File: config.mk
export PLATFORM = sky130hd
export DESIGN_NAME = if_stage
export DESIGN_NICKNAME = d
export VERILOG_FILES = /design/src/rtl/if_stage.sv
export SDC_FILE = /design/constraint.sdc
export NUM_CORES = 1
export LEC_CHECK = 0
export CORE_UTILIZATION = 40
export CTS_CLUSTER_DIAMETER = 100
export DETAILED_ROUTE_END_ITERATION = 8
export HOLD_SLACK_MARGIN = 0.02
export PLACE_DENSITY = 0.75
export SLEW_MARGIN = 40
export SYNTH_ARGS = -nofsm -noshare
export SYNTH_HDL_FRONTEND = slang
export SYNTH_SLANG_ARGS = --single-unit
File: constraint.sdc
create_clock -name clk -period 3.2 [get_ports clk]
set_input_delay 0.48 -clock clk [delete_from_list [all_inputs] [get_ports clk]]
set_output_delay 0.48 -clock clk [all_outputs]
set_load 0.02 [all_outputs]
File: src/rtl/if_stage.sv
// Instruction-fetch stage: drives a single-outstanding request bus to instruction memory
// and presents fetched words to ID, with stall buffering, delayed branch redirect and flush.
module if_stage #(
    parameter logic [31:0] RESET_PC = 32'h0000_0000
) (
    input  logic        clk,
    input  logic        rst,
    input  logic        stall_i,
    input  logic        branch_flag_i,
    input  logic [31:0] branch_target_i,
    input  logic        flush_i,
    input  logic [31:0] new_pc_i,
    output logic        imem_req_o,
    output logic [31:0] imem_addr_o,
    input  logic        imem_ack_i,
    input  logic [31:0] imem_rdata_i,
    output logic [31:0] pc_o,
    output logic [31:0] inst_o,
    output logic        inst_valid_o
);

    localparam int unsigned XLEN = 32;

    localparam logic [1:0] S_IDLE  = 2'd0;
    localparam logic [1:0] S_FETCH = 2'd1;
    localparam logic [1:0] S_HOLD  = 2'd2;
    localparam logic [1:0] S_DRAIN = 2'd3;

    logic [1:0]      state_q, state_d;
    logic            armed_q, armed_d;
    logic            req_q, req_d;
    logic [XLEN-1:0] addr_q, addr_d;
    logic [XLEN-1:0] fetch_pc_q, fetch_pc_d;
    logic [XLEN-1:0] pc_q, pc_d;
    logic [XLEN-1:0] inst_q, inst_d;
    logic            valid_q, valid_d;
    logic [XLEN-1:0] buf_pc_q, buf_pc_d;
    logic [XLEN-1:0] buf_inst_q, buf_inst_d;
    logic            br_pend_q, br_pend_d;
    logic [XLEN-1:0] br_tgt_q, br_tgt_d;

    logic [XLEN-1:0] base_pc;
    logic [XLEN-1:0] next_pc;

    // A redirect arriving on the same edge as the delay-slot delivery is used directly.
    always_comb begin
        base_pc = (state_q == S_HOLD) ? buf_pc_q : fetch_pc_q;
        if (branch_flag_i) begin
            next_pc = branch_target_i;
        end else if (br_pend_q) begin
            next_pc = br_tgt_q;
        end else begin
            next_pc = base_pc + XLEN'(4);
        end
    end

    always_comb begin
        state_d    = state_q;
        armed_d    = 1'b1;
        req_d      = req_q;
        addr_d     = addr_q;
        fetch_pc_d = fetch_pc_q;
        pc_d       = pc_q;
        inst_d     = inst_q;
        valid_d    = valid_q;
        buf_pc_d   = buf_pc_q;
        buf_inst_d = buf_inst_q;
        br_pend_d  = br_pend_q;
        br_tgt_d   = br_tgt_q;

        if (branch_flag_i) begin
            br_pend_d = 1'b1;
            br_tgt_d  = branch_target_i;
        end

        if (flush_i) begin
            inst_d     = '0;
            valid_d    = 1'b0;
            buf_pc_d   = '0;
            buf_inst_d = '0;
            br_pend_d  = 1'b0;
            fetch_pc_d = new_pc_i;
            if (req_q && !imem_ack_i) begin
                state_d = S_DRAIN;
            end else begin
                state_d = S_FETCH;
                req_d   = 1'b1;
                addr_d  = new_pc_i;
            end
        end else begin
            case (state_q)
                S_IDLE: begin
                    if (armed_q) begin
                        state_d = S_FETCH;
                        req_d   = 1'b1;
                        addr_d  = fetch_pc_q;
                    end
                end
                S_FETCH: begin
                    if (!req_q) begin
                        req_d  = 1'b1;
                        addr_d = fetch_pc_q;
                    end else if (imem_ack_i) begin
                        if (!stall_i) begin
                            pc_d       = fetch_pc_q;
                            inst_d     = imem_rdata_i;
                            valid_d    = 1'b1;
                            fetch_pc_d = next_pc;
                            addr_d     = next_pc;
                            br_pend_d  = 1'b0;
                        end else begin
                            buf_pc_d   = fetch_pc_q;
                            buf_inst_d = imem_rdata_i;
                            req_d      = 1'b0;
                            state_d    = S_HOLD;
                        end
                    end
                end
                S_HOLD: begin
                    if (!stall_i) begin
                        pc_d       = buf_pc_q;
                        inst_d     = buf_inst_q;
                        valid_d    = 1'b1;
                        fetch_pc_d = next_pc;
                        addr_d     = next_pc;
                        req_d      = 1'b1;
                        br_pend_d  = 1'b0;
                        state_d    = S_FETCH;
                    end
                end
                S_DRAIN: begin
                    // Old response is dropped; restart back-to-back at the flush address.
                    if (imem_ack_i) begin
                        addr_d  = fetch_pc_q;
                        state_d = S_FETCH;
                    end
                end
                default: state_d = S_IDLE;
            endcase
        end
    end

    always_ff @(posedge clk or negedge rst) begin
        if (!rst) begin
            state_q    <= S_IDLE;
            armed_q    <= 1'b0;
            req_q      <= 1'b0;
            addr_q     <= '0;
            fetch_pc_q <= RESET_PC;
            pc_q       <= '0;
            inst_q     <= '0;
            valid_q    <= 1'b0;
            buf_pc_q   <= '0;
            buf_inst_q <= '0;
            br_pend_q  <= 1'b0;
            br_tgt_q   <= '0;
        end else begin
            state_q    <= state_d;
            armed_q    <= armed_d;
            req_q      <= req_d;
            addr_q     <= addr_d;
            fetch_pc_q <= fetch_pc_d;
            pc_q       <= pc_d;
            inst_q     <= inst_d;
            valid_q    <= valid_d;
            buf_pc_q   <= buf_pc_d;
            buf_inst_q <= buf_inst_d;
            br_pend_q  <= br_pend_d;
            br_tgt_q   <= br_tgt_d;
        end
    end

    assign imem_req_o   = req_q;
    assign imem_addr_o  = addr_q;
    assign pc_o         = pc_q;
    assign inst_o       = inst_q;
    assign inst_valid_o = valid_q;

endmodule

==> reports/metrics.csv <==
stage;metric;value;unit
detailed_routing;drt_iter0_drc;1291;
yosys;syn_inst;1351;
yosys;ys_ff_latch;230;
critical_path;start_kind;flip-flop;
global_routing;grtUsageTotal;0.270;
floorplan;pin_count;200;
critical_path;worstSetupEndpointType;flip-flop;
global_routing;top_usage_layer;met2;
sta;worst_pin_slew;0.845;ns
job;maxCapViolations;0;
yosys;yosysTopAreaCell;dfrtp_1;
global_routing;use_met2;0.422;
placement;io_buffers;199;
sta;hold_violations;0;
clock_network;clock_path_buffers;3;
floorplan;start_util;0.410;
clock_network;clock_latency;0.54;ns
yosys;syn_area_per_cell;9.10;um^2
yosys;synthesis.nets;1458;
yosys;synth_ff_type;dfrtp_1;
detailed_routing;num_vias;11500;
global_routing;antenna_found_initial;1;
critical_path;critPathArrivalTime;3.50;ns
layout;areaGrowthSynthToFinish;28.3;%
layout;final_nets;1645;
power;p_leak;6.38;nW
clock_network;cts-root-buf;clkbuf_16;
run_status;status;finished clean;
yosys;yosys_warnings;0;
global_routing;overflow;0;
detailed_routing;firstDrtPassIters;5;
yosys;ys_types;77;
yosys;synth_edf_count;0;
yosys;synth.top_cell.area_share;0.468;
global_routing;grtUsageMet3;0.0548;
layout;drive_above_1_share;0.114;
sta;clock_skew;0.0192;ns
floorplan;die_x;177;um
sta;slew_violations;0;
global_routing;grt_max_degree;84;
sta;setup_viol;0;
critical_path;worstSetupPathType;reg2reg;
detailed_routing;antenna_left;0;
global_routing;grt_pass1_wl;65500;um
detailed_routing;drc;0;
floorplan;dieArea;31400;um^2
sta;max_freq;0.330;GHz
placement;dp_hpwl;29200;um
clock_network;cts_max_level;1;
power;powerDensity;883;nW/um^2
layout;utilization;0.526;
floorplan;placementRows;63;
placement;gp_congestion;0.948;
yosys;synth-seq-area-share;0.468;
floorplan;die_y;177;um
global_routing;grt_pass1_vias;11300;
yosys;synth_area_leaders;dfrtp_1 (47%), nand2_1 (7.4%), a21oi_1 (5.5%), mux2i_1 (5.3%), mux2_2 (4.2%);
worst_hold_path;hp-class;in2reg;
global_routing;use_met1;0.370;
floorplan;core;30000;um^2
yosys;synth_area;12300;um^2
clock_network;cts_resized;0;
clock_network;ctsHoldBuffers;1;
clock_network;postCtsSetupBuffers;0;
detailed_routing;drt_wl_total;42300;um
sta;totalNegativeSetupSlack;0;ns
detailed_routing;wire_per_inst;21.7;um
sta;rsz0062_at_grt;false;
clock_network;cts_tree;done;
clock_network;cts.sinks;230;
power;vdd_ir_drop_max;0.435;mV
clock_network;clk_pin_slew;0.06;ns
clock_network;numCtsBuffers;26;
detailed_routing;vias_per_cell;5.90;
yosys;ys_async_sr_fraction;1.00;
sta;fin_crit;3.03;ns
sta;fin_hold_ws;0.323;ns
critical_path;crit_fanout;14;
layout;antennaDiodeCount;0;
sta;fin_crit_sh;0.947;
critical_path;required;3.67;ns
sta;maxSlewHeadroom;0.433;
cell families (layout without fill, tap and decap cells):
| kind of cell | Yosys count | after routing | synth area share |
|---|---|---|---|
| flip-flops | 230 | 230 | 0.468 |
| other | 1 | 1 | 0.000305 |
| AO/OA/AOI/OAI | 409 | 409 | 0.214 |
| buffers and inverters | 128 | 334 | 0.0426 |
| adder cells (fa/ha/maj) | 5 | 5 | 0.00509 |
| XOR/XNOR | 11 | 11 | 0.00784 |
| multiplexers | 112 | 112 | 0.0962 |
| AND/OR/NAND/NOR | 455 | 455 | 0.166 |
cell usage after synthesis, drive strengths merged, types with 4 or more instances:
cell    count
a211oi     42
a21o        6
a21oi     138
a221o       6
a221oi     17
a222oi      9
a22o       10
a22oi       9
a31oi       8
and3       16
buf        24
clkbuf     79
dfrtp     230
ha          5
inv        25
mux2       46
mux2i      66
nand2     244
nand2b     13
nand3      26
nand3b      4
nand4      14
nand4b      5
nor2       86
nor2b      11
nor3       10
nor4        4
o211ai      7
o21a        8
o21ai      90
o221ai      4
o22ai      18
o31ai      11
or2         5
or3         4
xnor2       5
xor2        6
registers in the layout (all words and copies together), names as in the netlist:
| register | count |
|---|---|
| armed_q | 1 |
| br_pend_q | 1 |
| br_tgt_q | 32 |
| buf_inst_q | 32 |
| buf_pc_q | 32 |
| fetch_pc_q | 32 |
| imem_addr_o | 32 |
| imem_req_o | 1 |
| inst_o | 32 |
| inst_valid_o | 1 |
| pc_o | 32 |
| state_q | 2 |
per-layer routing:
layer / routed length [um] / vias up / share of wire
met5: 13 / - / 0.00031
met1: 17200 / 5547 / 0.41
met4: 1450 / 2 / 0.034
met2: 19400 / 583 / 0.46
met3: 4260 / 103 / 0.10
li1: - / 5252 / -
layout make-up:
class	count	area, um^2
fillers	2691	14200
clock buffers	40	774
repair buffers	262	2530
multi-input cells	993	6060
flip-flops and latches	230	5760
clock inverters	7	66.3
inverters	25	93.8
well taps	390	488
report_power, final:
group | internal, mW | leakage [nW] | total, mW | switching [mW]
Sequential | 3.65 | 2.93 | 4.30 | 0.657
Clock | 1.74 | 0.412 | 2.98 | 1.24
Combinational | 2.70 | 3.03 | 6.64 | 3.94
placed cells by master, fill, tap and decap left out, types with 5 or more instances in the layout:
master and instances:
a221oi_1 16, o211ai_1 7, mux2i_1 65, o21ai_1 8, a222oi_1 9, a21o_1 6, clkbuf_8 5, o22ai_1 17
dfrtp_1 230, xor2_1 6, nand2_1 243, a21oi_1 135, inv_1 23, clkdlybuf4s50_1 196, o31ai_1 10, clkbuf_1 8
nor2_1 85, nor3_1 9, buf_12 5, o21a_1 8, buf_4 57, a221o_1 6, and3_1 14, nand4b_1 5
xnor2_1 5, or2_2 5, a211oi_1 40, nand4_1 13, nand3_1 26, mux2_2 46, o21ai_0 82, clkbuf_16 27
a22oi_1 8, a31oi_1 8, nand2b_1 13, a22o_1 10, nor2b_1 10
stage by stage:
| stage | power, mW | cell area, um^2 | worst slack (ns) | std cells |
|---|---|---|---|---|
| after floorplan | 8.02 | 12300 | -0.0518 | 1351 |
| after global placement | 10.7 | 14900 | 0.274 | 1899 |
| after detailed placement | 10.8 | 14900 | 0.290 | 1899 |
| after CTS | 13.8 | 15800 | 0.217 | 1947 |
| after global routing | 14.6 | 15800 | 0.0952 | 1947 |
| final | 13.9 | 15800 | 0.170 | 1947 |
worst paths after layout:
kind / slack [ns] / start / depth (start not counted) / endpoint
setup reg to reg: 0.17 / state_q[1] / 10 / imem_addr_o[23]
hold reg to reg: 0.48 / pc_o[17] / 2 / pc_o[17]
min in group asynchronous: 0.49 / rst / 2 / pc_o[2]
setup / recovery: 0.17 / state_q[1] / 10 / imem_addr_o[23]
max in group asynchronous: 1.81 / rst / 3 / inst_o[6]
hold / removal: 0.32 / flush_i / 2 / buf_pc_q[1]
worst max-delay path, stage by stage (launching register included):
cell	delay [ns]
dfrtp_1	0.40
inv_1	0.10
ha_1	0.71
buf_4	0.29
o21ai_1	0.10
buf_4	0.22
a21oi_1	0.32
o221ai_1	0.27
a21oi_1	0.32
o211ai_1	0.15
nand2_1	0.09
Power figures use the tool's default switching activity.
